File: src/rtl/riscv_mem_bridge_pkg.sv
// Shared types and constants for the core-to-RAM memory bridge.
// Latency: none (declarations only).
// Backpressure: none (declarations only).
package riscv_mem_pkg;

    // Bridge sequencing states
    typedef enum logic [1:0] {
        IDLE    = 2'd0,
        RAM_REQ = 2'd1,
        RESP    = 2'd2
    } state_t;

    // Where a request lands after address decode
    typedef enum logic [1:0] {
        REG_RAM     = 2'd0,
        REG_CONSOLE = 2'd1,
        REG_STATUS  = 2'd2,
        REG_FAULT   = 2'd3
    } region_t;

    // MMIO register offsets from MMIO_BASE
    localparam logic [31:0] CONSOLE_OFS    = 32'h0000_0000;
    localparam logic [31:0] STATUS_OFS     = 32'h0000_0004;

    // Status write value that marks the test as passed
    localparam logic [31:0] TEST_PASS_CODE = 32'h0000_0001;

    // Registered copy of a core request
    typedef struct packed {
        logic        instr;
        logic [31:0] addr;
        logic [31:0] wdata;
        logic [3:0]  wstrb;
    } req_t;

endpackage

File: src/rtl/riscv_mem_bridge_if.sv
// Core-side native memory port (valid/ready, byte addressed).
// Latency: n/a, wires only.
// Backpressure: master holds cpu_valid and fields until the slave pulses cpu_ready.
interface riscv_mem_bridge_if;

    logic        cpu_valid;
    logic        cpu_instr;
    logic [31:0] cpu_addr;
    logic [31:0] cpu_wdata;
    logic [3:0]  cpu_wstrb;
    logic [31:0] cpu_rdata;
    logic        cpu_ready;

    // The core drives requests
    modport master (
        output cpu_valid,
        output cpu_instr,
        output cpu_addr,
        output cpu_wdata,
        output cpu_wstrb,
        input  cpu_rdata,
        input  cpu_ready
    );

    // The bridge answers them
    modport slave (
        input  cpu_valid,
        input  cpu_instr,
        input  cpu_addr,
        input  cpu_wdata,
        input  cpu_wstrb,
        output cpu_rdata,
        output cpu_ready
    );

endinterface

File: src/rtl/riscv_mem_bridge_decode.sv
// Classifies a byte address / fetch flag into RAM, console, status or fault.
// Latency: combinational.
// Backpressure: none.
module riscv_addr_decode
    import riscv_mem_pkg::*;
#(
    parameter int          ADDR_WIDTH = 16,
    parameter logic [31:0] MMIO_BASE  = 32'h1000_0000
) (
    input  logic [31:0] addr,
    input  logic        instr,
    output region_t     region
);

    // RAM occupies bytes 0 .. RAM_BYTES-1; one extra bit so the bound never overflows
    localparam logic [32:0] RAM_BYTES = 33'd1 << (ADDR_WIDTH + 2);

    // Priority decode: alignment first, then RAM, then data-only MMIO
    always_comb begin
        region = REG_FAULT;
        if (addr[1:0] != 2'b00) begin
            region = REG_FAULT;
        end else if ({1'b0, addr} < RAM_BYTES) begin
            region = REG_RAM;
        end else if (!instr && (addr == MMIO_BASE + CONSOLE_OFS)) begin
            region = REG_CONSOLE;
        end else if (!instr && (addr == MMIO_BASE + STATUS_OFS)) begin
            region = REG_STATUS;
        end
    end

endmodule

File: src/rtl/riscv_mem_bridge.sv
// Bridges the core memory port to a word-addressed RAM plus console/status MMIO.
// Latency: RAM completes in cycle 2, MMIO/fault in cycle 1 after acceptance.
// Backpressure: one request in flight; core waits on cpu_ready, RAM never stalls.
module riscv_mem_bridge
    import riscv_mem_pkg::*;
#(
    parameter int          ADDR_WIDTH = 16,
    parameter logic [31:0] MMIO_BASE  = 32'h1000_0000
) (
    input  logic                  clk,
    input  logic                  resetn,
    riscv_mem_bridge_if.slave     cpu,
    output logic                  ram_valid,
    output logic                  ram_instr,
    output logic [ADDR_WIDTH-1:0] ram_addr,
    output logic [31:0]           ram_wdata,
    output logic [3:0]            ram_wstrb,
    input  logic [31:0]           ram_rdata,
    output logic                  console_valid,
    output logic [7:0]            console_data,
    output logic                  test_done,
    output logic                  test_pass,
    output logic                  fault,
    output logic [31:0]           fault_addr,
    output logic [31:0]           req_count
);

    state_t  state_q;
    state_t  state_d;
    req_t    req_q;
    region_t region_q;
    region_t dec_region;
    logic    accept;

    riscv_addr_decode #(
        .ADDR_WIDTH (ADDR_WIDTH),
        .MMIO_BASE  (MMIO_BASE)
    ) u_decode (
        .addr   (cpu.cpu_addr),
        .instr  (cpu.cpu_instr),
        .region (dec_region)
    );

    assign accept = (state_q == IDLE) && cpu.cpu_valid;

    // State register; reset abandons whatever request is in flight
    always_ff @(posedge clk) begin
        if (!resetn) begin
            state_q <= IDLE;
        end else begin
            state_q <= state_d;
        end
    end

    // Next state and strobes; strobes are masked by reset so an abandoned
    // RAM write never reaches the array
    always_comb begin
        state_d       = state_q;
        ram_valid     = 1'b0;
        cpu.cpu_ready = 1'b0;
        console_valid = 1'b0;
        unique case (state_q)
            IDLE: begin
                if (cpu.cpu_valid) begin
                    state_d = (dec_region == REG_RAM) ? RAM_REQ : RESP;
                end
            end
            RAM_REQ: begin
                ram_valid = resetn;
                state_d   = RESP;
            end
            RESP: begin
                cpu.cpu_ready = resetn;
                console_valid = resetn && (region_q == REG_CONSOLE) && req_q.wstrb[0];
                state_d       = IDLE;
            end
            default: begin
                state_d = IDLE;
            end
        endcase
    end

    // Capture the request in IDLE; later states look only at this copy
    always_ff @(posedge clk) begin
        if (!resetn) begin
            req_q    <= '0;
            region_q <= REG_RAM;
        end else if (accept) begin
            req_q.instr <= cpu.cpu_instr;
            req_q.addr  <= cpu.cpu_addr;
            req_q.wdata <= cpu.cpu_wdata;
            req_q.wstrb <= cpu.cpu_wstrb;
            region_q    <= dec_region;
        end
    end

    assign ram_instr = req_q.instr;
    assign ram_addr  = req_q.addr[ADDR_WIDTH+1:2];
    assign ram_wdata = req_q.wdata;
    assign ram_wstrb = req_q.wstrb;

    assign console_data = console_valid ? req_q.wdata[7:0] : 8'h00;

    // Response data mux, zero whenever no completion is being signalled
    always_comb begin
        cpu.cpu_rdata = 32'h0;
        if (cpu.cpu_ready) begin
            unique case (region_q)
                REG_RAM:     cpu.cpu_rdata = ram_rdata;
                REG_STATUS:  cpu.cpu_rdata = {30'b0, test_pass, test_done};
                default:     cpu.cpu_rdata = 32'h0;
            endcase
        end
    end

    // Status register: any write marks done, pass tracks the latest value written
    always_ff @(posedge clk) begin
        if (!resetn) begin
            test_done <= 1'b0;
            test_pass <= 1'b0;
        end else if (cpu.cpu_ready && (region_q == REG_STATUS) && (req_q.wstrb != 4'h0)) begin
            test_done <= 1'b1;
            test_pass <= (req_q.wdata == TEST_PASS_CODE);
        end
    end

    // Sticky fault flag; the address of the first offender is kept
    always_ff @(posedge clk) begin
        if (!resetn) begin
            fault      <= 1'b0;
            fault_addr <= 32'h0;
        end else if (cpu.cpu_ready && (region_q == REG_FAULT)) begin
            fault <= 1'b1;
            if (!fault) begin
                fault_addr <= req_q.addr;
            end
        end
    end

    // Completed-request counter, free-running wrap
    always_ff @(posedge clk) begin
        if (!resetn) begin
            req_count <= 32'h0;
        end else if (cpu.cpu_ready) begin
            req_count <= req_count + 32'h1;
        end
    end

endmodule

File: src/flat_wrapper.sv
// flat-port wrapper written by rule: the top's interface ports become plain ports
module riscv_mem_bridge_flat import riscv_mem_pkg::*;
#(
    parameter int          ADDR_WIDTH = 16,
    parameter logic [31:0] MMIO_BASE  = 32'h1000_0000
)
  (clk, resetn, ram_valid, ram_instr, ram_addr, ram_wdata, ram_wstrb, ram_rdata, console_valid, console_data, test_done, test_pass, fault, fault_addr, req_count, cpu_cpu_valid, cpu_cpu_instr, cpu_cpu_addr, cpu_cpu_wdata, cpu_cpu_wstrb, cpu_cpu_rdata, cpu_cpu_ready);
  riscv_mem_bridge_if cpu_i ();
  input  logic clk;
  input  logic resetn;
  output logic ram_valid;
  output logic ram_instr;
  output logic [ADDR_WIDTH-1:0] ram_addr;
  output logic [31:0] ram_wdata;
  output logic [3:0] ram_wstrb;
  input  logic [31:0] ram_rdata;
  output logic console_valid;
  output logic [7:0] console_data;
  output logic test_done;
  output logic test_pass;
  output logic fault;
  output logic [31:0] fault_addr;
  output logic [31:0] req_count;
  input wire logic [$bits(cpu_i.cpu_valid)-1:0] cpu_cpu_valid;
  input wire logic [$bits(cpu_i.cpu_instr)-1:0] cpu_cpu_instr;
  input wire logic [$bits(cpu_i.cpu_addr)-1:0] cpu_cpu_addr;
  input wire logic [$bits(cpu_i.cpu_wdata)-1:0] cpu_cpu_wdata;
  input wire logic [$bits(cpu_i.cpu_wstrb)-1:0] cpu_cpu_wstrb;
  output wire logic [$bits(cpu_i.cpu_rdata)-1:0] cpu_cpu_rdata;
  output wire logic [$bits(cpu_i.cpu_ready)-1:0] cpu_cpu_ready;
  assign cpu_i.cpu_valid = cpu_cpu_valid;
  assign cpu_i.cpu_instr = cpu_cpu_instr;
  assign cpu_i.cpu_addr = cpu_cpu_addr;
  assign cpu_i.cpu_wdata = cpu_cpu_wdata;
  assign cpu_i.cpu_wstrb = cpu_cpu_wstrb;
  assign cpu_cpu_rdata = cpu_i.cpu_rdata;
  assign cpu_cpu_ready = cpu_i.cpu_ready;
  riscv_mem_bridge #(.ADDR_WIDTH(ADDR_WIDTH), .MMIO_BASE(MMIO_BASE)) u_core (.clk(clk), .resetn(resetn), .cpu(cpu_i), .ram_valid(ram_valid), .ram_instr(ram_instr), .ram_addr(ram_addr), .ram_wdata(ram_wdata), .ram_wstrb(ram_wstrb), .ram_rdata(ram_rdata), .console_valid(console_valid), .console_data(console_data), .test_done(test_done), .test_pass(test_pass), .fault(fault), .fault_addr(fault_addr), .req_count(req_count));
endmodule
File: config.mk
export PLATFORM = sky130hd
export DESIGN_NAME = riscv_mem_bridge_flat
export DESIGN_NICKNAME = d
export VERILOG_FILES = /design/src/rtl/riscv_mem_bridge_pkg.sv /design/src/rtl/riscv_mem_bridge_if.sv /design/src/rtl/riscv_mem_bridge_decode.sv /design/src/rtl/riscv_mem_bridge.sv /design/src/flat_wrapper.sv
export SDC_FILE = /design/constraint.sdc
export NUM_CORES = 1
export LEC_CHECK = 0
export ABC_AREA = 1
export CORE_MARGIN = 2
export CORE_UTILIZATION = 45
export DETAILED_ROUTE_END_ITERATION = 7
export PLACE_DENSITY = 0.83
export SYNTH_ARGS = -nofsm -noshare
export SYNTH_HDL_FRONTEND = slang
export SYNTH_SLANG_ARGS = --single-unit
File: constraint.sdc
create_clock -name clk -period 3.5 [get_ports clk]
set_clock_uncertainty 0.2 [all_clocks]
set_input_delay 0.525 -clock clk [delete_from_list [all_inputs] [get_ports clk]]
set_output_delay 0.525 -clock clk [all_outputs]
set_load 0.02 [all_outputs]
### After elaboration in Yosys (flattened, before gate mapping)

Cells that the tools add are included.

* add/sub/neg operators: 1
* magnitude comparators: 1
* equal/unequal tests: 9
* muxes and demuxes: 13
* bitwise logic cells: 1
* reduce and logical (&&, ||, !) cells: 15

Operator list (number)
* 32-bit by 29-bit == test with 1-bit output, second input constant: 2
* 32-bit case mux with 2 select lines: 1
* 32-bit by 1-bit adder with 32-bit output, second input constant: 1
* 32-bit by 1-bit == test with 1-bit output, second input constant: 1
* 32-bit by 19-bit less-than comparator with 1-bit output, second input constant: 1
* 32-bit 2-to-1 mux: 1
* 2-bit 2-to-1 mux: 5
* 1-bit logical AND: 8
* 8-bit 2-to-1 mux: 1
* 2-bit == test, second input constant: 3
* 2-bit logical NOT: 3
* 2-bit by 1-bit == test with 1-bit output, second input constant: 2
* 1-bit 2-to-1 mux: 4
* 2-bit case mux with 2 select lines: 1
* 4-bit nonzero test: 1
* 2-bit inequality test, second input constant: 1
* 2-bit AND reduction: 1
* 2-bit nonzero test: 1
* 1-bit logical NOT: 1
* 1-bit NOT: 1

* flip-flop bits (word level): 140
* bits of input ports: 104
* output and inout bits: 163
* word-level logic and storage cells: 51

### Logic depth before layout (Yosys ltp)

Gate-level depths: netlist of the first run.

* word-level depth: 10
* mapped depth: 10
* mapped depth without buffers: 10

### Cells and area by module

A second synthesis of the first run with hierarchy kept.

* cell total of the unflattened synthesis: 973
* area total of the unflattened synthesis: 6580.1 um^2

By module, submodules not included
* riscv_mem_bridge: instances 1, cells each 915, area each 6331.1 um^2, seq. area each 2802.7 um^2
* riscv_addr_decode: instances 1, cells each 58, area each 249.0 um^2, seq. area each 0.0 um^2

### Least setup slack after synthesis of the first run

Ideal clock, no wire load.

* path type: input to output
* start: input port resetn
* end: output port console_data[0]
* data arrival time: 2.135 ns
* data required time: 2.775 ns
* path slack: 0.640 ns
* cell stages on the path: 5
* buffers on the path: 1
* cell sequence: buf_4 -> nand3_4 -> nor4_1 -> inv_1 -> nor2_1

* word-level cells in the longest chain between the ends: 4

RTL lines
* start, declared: RTL line flat_wrapper.sv:10 `input logic resetn;`
* 1-bit logical AND (2 in a row): RTL line riscv_mem_bridge.sv:74 `console_valid = resetn && (region_q == REG_CONSOLE) && req_q.wstrb[0];`
* 1-bit 2-to-1 mux: RTL line riscv_mem_bridge.sv:62 `unique case (state_q)`
* named net console_valid: RTL line flat_wrapper.sv:17 `output logic console_valid;`
* 8-bit 2-to-1 mux: RTL line riscv_mem_bridge.sv:102 `assign console_data = console_valid ? req_q.wdata[7:0] : 8'h00;`
* end, declared: RTL line flat_wrapper.sv:18 `output logic [7:0] console_data;`

The timed path passes the listed nets, and every way through them passes these cells.

### Worst setup path in the final report of the first run

* start: register u_core.state_q[0]
* end: output port console_data[0]

* word-level cells in the longest chain between the ends: 3

RTL lines
* start, declared: RTL line riscv_mem_bridge.sv:28 `state_t state_q;`
* start signal, assigned: RTL line riscv_mem_bridge.sv:51 `state_q <= state_d;`
* 2-bit == test: RTL line riscv_mem_bridge.sv:62
* 1-bit 2-to-1 mux: RTL line riscv_mem_bridge.sv:62
* 8-bit 2-to-1 mux: RTL line riscv_mem_bridge.sv:102

No other way between the ends.

==> impl_metrics.py, run 1 <==
metrics = {
    "detailed_routing": {
        "wirelength_um": 19800,
        "post_detailed_route_wirelength_per_cell_um": 14.2,
        "drt_drc_violations_left": 0,
        "drt_pass1_iterations": 5,
        "num_vias": 6919,
        "via_density_per_instance": 4.95,
        "detail_route_antenna_nets": 0,
        "drt_first_iter_violations": 379,
    },
    "global_route": {
        "grt_util_met1_pct": 29.7,
        "met2_usage_pct": 41.2,
        "grtUsageTotal_pct": 24.5,
        "antenna_found_initial": 0,
        "vias_in_the_first_global_route": 6338,
        "globalRoute.busiestLayer": "met2",
        "grt-ovfl-total": 0,
        "grt_met3_use_pct": 7.17,
        "grt_pass1_wl_um": 31700,
        "grt_start_max_net_pins": 74,
    },
    "layout": {
        "flow.area_growth_from_synthesis_pct": 43.8,
        "final_design_area_no_fill_um2": 9710,
        "finalNetCount": 1306,
        "multiInputGateArea_um2": 2880,
        "layout-drive-gt1-share_pct": 5.11,
        "fillers": 1232,
        "seq_area_um2": 2800,
        "layout_common_cells": "sky130_fd_sc_hd__clkdlybuf4s50_1, sky130_fd_sc_hd__nor2_1, sky130_fd_sc_hd__nand2_1",
        "antenna_cells": 0,
        "final_common_cell": "sky130_fd_sc_hd__clkdlybuf4s50_1",
    },
    "floorplan": {
        "io_pins": 267,
        "floorplan.die.width_um": 126,
        "fp-row-count": 44,
        "die_area_um2": 16000,
        "dieHeight_um": 126,
        "core_um2": 14600,
        "floorplan.initialDensity_pct": 46.3,
    },
    "setup_path": {
        "path_max_fanout": 16,
        "crit-reg2reg-capture": "u_core.fault_addr[18]$_SDFFE_PN0P_",
        "critPathCaptureType": "output port",
        "start_point_of_the_critical_path": "u_core.state_q[0]$_SDFFE_PN0P_",
        "worstRegToRegCells": 6,
        "endpoint": "console_data[0]",
        "setup.worst_path.start_class": "register",
        "worst_ep_arrival_time_ns": 2.40,
        "criticalPathCategory": "register to output port",
        "worst-r2r-setup-slack_ns": 1.52,
        "r2r-start": "u_core.state_q[0]$_SDFFE_PN0P_",
        "worst_ep_required_time_ns": 2.77,
    },
    "clock_tree": {
        "cts.hold.buffers_added": 0,
        "h-tree-depth": 4,
        "postCtsResizedCells": 0,
        "clkTransAtPathRegs_ns": 0.06,
        "clockRootBuffer": "sky130_fd_sc_hd__clkbuf_16",
        "cts_post_setup_buffers_inserted": 0,
        "cts_max_path_buffers": 2,
        "clock_latency_of_the_later_clocked_register_in_the_worst_skew_pair_ns": 0.42,
        "tritoncts_clock_tree": "built",
        "cts-buffers-inserted": 17,
        "clock_sinks": 140,
    },
    "pwr": {
        "comb_power_share_pct": 12.9,
        "p_leak_nw": 3.69,
        "switchingPower_mw": 1.03,
        "seq_power_share_pct": 42.0,
        "ir_drop_mv": 0.383,
        "clockPowerShare_pct": 45.1,
        "power_switching_share_pct": 25.4,
        "cell_int_power_mw": 3.04,
        "power-per-cell-area_nw_per_um2": 419,
    },
    "yosys": {
        "count_of_state_elements_after_synthesis": 140,
        "syn-num-nets": 1107,
        "yosys_most_used_dff": "sky130_fd_sc_hd__dfxtp_1",
        "yosysSeqAreaShare_pct": 41.5,
        "post-synth-top-area-cell": "sky130_fd_sc_hd__dfxtp_1",
        "synth_enable_flop_cells": 0,
        "proportion_of_synthesized_flip_flops_having_asynchronous_set_or_reset_pct": 0,
        "synthCells": 1002,
        "yosysTopAreaCellShare_pct": 41.5,
        "synth_area_um2": 6750,
        "synth_cell_types": 31,
        "synth.area.top_cells": "sky130_fd_sc_hd__dfxtp_1, sky130_fd_sc_hd__nor2_1, sky130_fd_sc_hd__nand2_1",
        "synth.yosys.warnings": 0,
        "synth_area_per_cell_um2": 6.74,
    },
    "sta": {
        "maxSlewHeadroom_pct": 54.8,
        "finalWorstPathRequiredPeriod_ns": 3.12,
        "number_of_hold_violations_in_the_final_report": 0,
        "clock.fmax_ghz": 0.320,
        "maxSlewViolCount": 0,
        "worst_pin_slew_ns": 0.677,
        "final-setup-viol-count": 0,
        "fin_crit_sh_pct": 89.2,
        "rsz0062_at_grt": "false",
        "timing.setup.tns_ns": 0,
    },
    "flow_run": {
        "maxCapViolCount": 0,
    },
    "placement": {
        "gp_congestion": 0.895,
        "place_area_um2": 9100,
        "io_buffer_count": 266,
        "post-dp-hpwl_um": 14200,
    },
    "status": {
        "status": "completed",
    },
    "min_path": {
        "holdCritPathClass": "register to register",
    },
}
-- worst max-delay path: stages (launching register included) --
cell                              delay (ns)
sky130_fd_sc_hd__dfxtp_1                0.33
sky130_fd_sc_hd__inv_1                  0.14
sky130_fd_sc_hd__nand3_4                0.22
sky130_fd_sc_hd__nor4_2                 0.32
sky130_fd_sc_hd__inv_1                  0.20
sky130_fd_sc_hd__nor2_1                 0.14
sky130_fd_sc_hd__clkdlybuf4s50_1        0.61
-- cell families after synthesis --
logic type	after synthesis	share of synthesized area, %
AND/OR/NAND/NOR	462	28.8
XOR/XNOR	1	0.130
buffers and inverters	220	16.0
AO/OA/AOI/OAI	178	13.3
flip-flops	140	41.5
adder cells (fa/ha/maj)	1	0.185
-- cell type report --
| cell class | count | area share, % |
|---|---|---|
| clock inverter | 11 | 1.38 |
| clock buffer | 21 | 4.84 |
| timing repair buffer | 276 | 28.1 |
| tap | 184 | 2.37 |
| multi-input combinational | 642 | 29.6 |
| inverter | 124 | 4.79 |
| sequential | 140 | 28.9 |
-- Yosys cell counts, types with 8 or more instances --
cell type                  instances
sky130_fd_sc_hd__buf_4            53
sky130_fd_sc_hd__nand2_1         170
sky130_fd_sc_hd__nor2_1          194
sky130_fd_sc_hd__o21ai_0          82
sky130_fd_sc_hd__clkbuf_1         23
sky130_fd_sc_hd__nand4_1           8
sky130_fd_sc_hd__a21oi_1          90
sky130_fd_sc_hd__buf_2            10
sky130_fd_sc_hd__inv_1           121
sky130_fd_sc_hd__dfxtp_1         140
sky130_fd_sc_hd__nor3_1           10
sky130_fd_sc_hd__nand3_1          60
-- per-stage QoR --
step / utilization (%) / power, mW / hold WS, ns / worst slack, ns / std cells
CTS: 66.5 / 4.09 / 0.262 / 0.123 / 1398
finish: 66.6 / 4.07 / 0.260 / 0.378 / 1398
global placement: 62.4 / 2.25 / 0.248 / 0.446 / 1366
global route: 66.6 / 4.21 / 0.277 / 0.166 / 1398
floorplan: - / 2.05 / 0.244 / 0.640 / 1002
detailed placement: 62.4 / 2.26 / 0.253 / 0.394 / 1366
-- power by group through the flow --
| stage | Clock (mW) | Combinational [mW] | Sequential, mW |
|---|---|---|---|
| final | 1.83 | 0.525 | 1.71 |
| after detailed placement | 0 | 0.522 | 1.74 |
| after floorplan | 0 | 0.310 | 1.74 |
| after global routing | 1.92 | 0.571 | 1.72 |
| after global placement | 0 | 0.515 | 1.74 |
| after CTS | 1.85 | 0.526 | 1.71 |
-- how the worst min path moves through the flow --
stage                                            start                                 end  slack, ns  depth (start not counted)
floorplan            u_core.ram_wdata[23]$_SDFFE_PN0P_   u_core.ram_wdata[23]$_SDFFE_PN0P_       0.24                          2
global placement    u_core.fault_addr[27]$_SDFFE_PN0P_  u_core.fault_addr[27]$_SDFFE_PN0P_       0.25                          2
detailed placement  u_core.fault_addr[17]$_SDFFE_PN0P_  u_core.fault_addr[17]$_SDFFE_PN0P_       0.25                          2
CTS                 u_core.fault_addr[17]$_SDFFE_PN0P_  u_core.fault_addr[17]$_SDFFE_PN0P_       0.26                          2
global route        u_core.fault_addr[30]$_SDFFE_PN0P_  u_core.fault_addr[30]$_SDFFE_PN0P_       0.28                          2
finish              u_core.fault_addr[30]$_SDFFE_PN0P_  u_core.fault_addr[30]$_SDFFE_PN0P_       0.26                          2
-- layer usage --
| layer | wire, um | share of wire (%) |
|---|---|---|
| met1 | 8080 | 41 |
| met2 | 9850 | 50 |
| met5 | 0 | 0 |
| met4 | 381 | 1.9 |
| met3 | 1490 | 7.5 |
-- registers in the layout, summed over array words and instances, names as in the netlist --
signal / count
u_core.test_pass: 1
u_core.ram_wstrb: 4
u_core.test_done: 1
u_core.ram_addr: 16
u_core.req_count: 32
u_core.region_q: 2
u_core.ram_instr: 1
u_core.fault_addr: 32
u_core.ram_wdata: 32
u_core.req_q: 16
u_core.fault: 1
u_core.state_q: 2
Note: power is estimated with default switching activity, not from simulation.
==> inputs of run 2 (changes only) <==
--- a/config.mk
+++ b/config.mk
@@ -10,6 +10,7 @@
 export CORE_UTILIZATION = 45
 export DETAILED_ROUTE_END_ITERATION = 7
 export PLACE_DENSITY = 0.83
+export REMOVE_ABC_BUFFERS = 1
 export SYNTH_ARGS = -nofsm -noshare
 export SYNTH_HDL_FRONTEND = slang
 export SYNTH_SLANG_ARGS = --single-unit
==> impl_metrics.py, run 2 (synthesis gave the netlist of run 1 again) <==
metrics = {
    "layout": {
        "layout_common_cells": "sky130_fd_sc_hd__clkdlybuf4s50_1, sky130_fd_sc_hd__nor2_1, sky130_fd_sc_hd__nand2_1",
        "finalNetCount": 1306,
        "flow.area_growth_from_synthesis_pct": 43.3,
        "final_common_cell": "sky130_fd_sc_hd__clkdlybuf4s50_1",
        "final_design_area_no_fill_um2": 9670,
        "antenna_cells": 0,
        "layout-drive-gt1-share_pct": 5.11,
        "post_layout_nonfiller_instances": 1398,
    },
    "clock_tree": {
        "h-tree-depth": 4,
        "cts.hold.buffers_added": 0,
        "clockRootBuffer": "sky130_fd_sc_hd__clkbuf_16",
        "clkTransAtPathRegs_ns": 0.06,
        "cts-buffers-inserted": 17,
        "tritoncts_clock_tree": "built",
        "postCtsResizedCells": 0,
        "clock_sinks": 140,
        "clock_latency_of_the_later_clocked_register_in_the_worst_skew_pair_ns": 0.42,
        "cts_max_path_buffers": 2,
        "cts_post_setup_buffers_inserted": 0,
    },
    "sta": {
        "worst_pin_slew_ns": 0.793,
        "fin_crit_sh_pct": 91.3,
        "timing.setup.tns_ns": 0,
        "rsz0062_at_grt": "false",
        "clock.fmax_ghz": 0.313,
        "maxSlewViolCount": 0,
        "maxSlewHeadroom_pct": 47.1,
        "finalWorstPathRequiredPeriod_ns": 3.19,
        "number_of_hold_violations_in_the_final_report": 0,
        "final-setup-viol-count": 0,
    },
    "pwr": {
        "cell_int_power_mw": 2.93,
        "switchingPower_mw": 1.04,
        "p_leak_nw": 3.67,
        "clockPowerShare_pct": 43.7,
        "power-per-cell-area_nw_per_um2": 411,
        "design_power_total_mw": 3.97,
        "ir_drop_mv": 0.331,
        "power_switching_share_pct": 26.3,
        "seq_power_share_pct": 43.0,
        "comb_power_share_pct": 13.3,
    },
    "setup_path": {
        "critical_path.slowest_cell": "sky130_fd_sc_hd__clkdlybuf4s50_1",
        "worst_ep_arrival_time_ns": 2.47,
        "cell_seen_most_often_among_critical_path_stages": "sky130_fd_sc_hd__inv_1",
        "worstRegToRegCells": 6,
        "slowest_delay_ns": 0.64,
        "criticalPathCategory": "register to output port",
        "critPathCaptureType": "output port",
        "path_max_fanout": 8,
        "setup.worst_path.start_class": "register",
        "cp_cell_sequence": "inv_1 -> nand3_4 -> nor4_1 -> inv_1 -> nor2_1 -> clkdlybuf4s50_1",
        "worst_ep_required_time_ns": 2.77,
    },
    "floorplan": {
        "floorplan.die.width_um": 126,
        "die_area_um2": 16000,
        "fp-row-count": 44,
        "dieHeight_um": 126,
        "io_pins": 267,
        "core_um2": 14600,
        "floorplan.initialDensity_pct": 46.3,
    },
    "global_route": {
        "grt_start_max_net_pins": 88,
        "vias_in_the_first_global_route": 6561,
        "grt_pass1_wl_um": 32100,
        "grtUsageTotal_pct": 25.1,
        "grt-ovfl-total": 0,
        "antenna_found_initial": 0,
    },
    "placement": {
        "post-dp-hpwl_um": 14900,
        "gp_congestion": 0.905,
        "place_area_um2": 9100,
        "io_buffer_count": 266,
        "dp_cells": 1366,
    },
    "min_path": {
        "hold_path_depth": 2,
        "holdCritPathClass": "register to register",
    },
    "detailed_routing": {
        "drt_pass1_iterations": 5,
        "via_density_per_instance": 4.98,
        "drt_first_iter_violations": 339,
        "wirelength_um": 20400,
        "detail_route_antenna_nets": 0,
        "post_detailed_route_wirelength_per_cell_um": 14.6,
        "drt_drc_violations_left": 0,
        "num_vias": 6969,
    },
    "status": {
        "status": "completed",
    },
    "flow_run": {
        "maxCapViolCount": 0,
    },
}
## run 2: cell types whose count changed in the layout (fill, tap and decap cells not counted), moves of 2 or more
cell	before	now
sky130_fd_sc_hd__clkinv_4	4	1
sky130_fd_sc_hd__clkinv_2	1	3
sky130_fd_sc_hd__clkbuf_8	3	1
sky130_fd_sc_hd__inv_6	3	6
## run 2: cell type report
type                            count  area (um^2)
Timing Repair Buffer              276         2730
Fill cell                        1254         4920
Clock buffer                       18          439
Clock inverter                     14          133
Sequential cell                   140         2800
Tap cell                          184          230
Inverter                          124          465
Multi-Input combinational cell    642         2870
## run 2: critical path: cells and delay by family (launching register included)
family        cells  cell delay (ns)
buf+inv           3             1.04
flops             1             0.33
simple gates      3             0.67
## run 2: final timing paths
path | startpoint | endpoint | slack (ns)
min reg2reg | u_core.fault_addr[21]$_SDFFE_PN0P_ | u_core.fault_addr[21]$_SDFFE_PN0P_ | 0.26
min | u_core.fault_addr[21]$_SDFFE_PN0P_ | u_core.fault_addr[21]$_SDFFE_PN0P_ | 0.26
max reg2reg | u_core.state_q[1]$_SDFFE_PN0P_ | u_core.req_q[59]$_SDFFE_PN0P_ | 1.52
max | u_core.state_q[0]$_SDFFE_PN0P_ | console_data[1] | 0.31
## run 2: power by group through the flow
stage | clock network, mW | logic, mW | registers (mW)
finish | 1.74 | 0.528 | 1.71
global route | 1.84 | 0.572 | 1.72
CTS | 1.77 | 0.530 | 1.71
detailed placement | 0 | 0.527 | 1.74
global placement | 0 | 0.523 | 1.74
floorplan | 0 | 0.161 | 1.80
## run 2: layer usage
layer  routed length (um)  vias to the layer above  track usage [%]
met5                    0                        -                0
met4                  558                        0             10.1
met3                 1610                       41             8.35
met2                 9920                      262             42.2
met1                 8350                     3161             29.3
li1                     -                     3505                -
## run 2: stage by stage
stage	setup WS, ns	utilization [%]	hold WS [ns]
after floorplan	0.588	-	0.256
after global placement	0.423	62.4	0.247
after detailed placement	0.433	62.4	0.254
after CTS	0.244	66.3	0.264
after global routing	0.0170	66.3	0.283
final	0.306	66.3	0.260
==> inputs of run 3 (changes only) <==
--- a/config.mk
+++ b/config.mk
@@ -8,6 +8,7 @@
 export ABC_AREA = 1
 export CORE_MARGIN = 2
 export CORE_UTILIZATION = 45
+export CTS_CLUSTER_SIZE = 28
 export DETAILED_ROUTE_END_ITERATION = 7
 export PLACE_DENSITY = 0.83
 export REMOVE_ABC_BUFFERS = 1
==> results of run 3 <==
No change in the layout: final DEF, timing and power equal those of run 2.
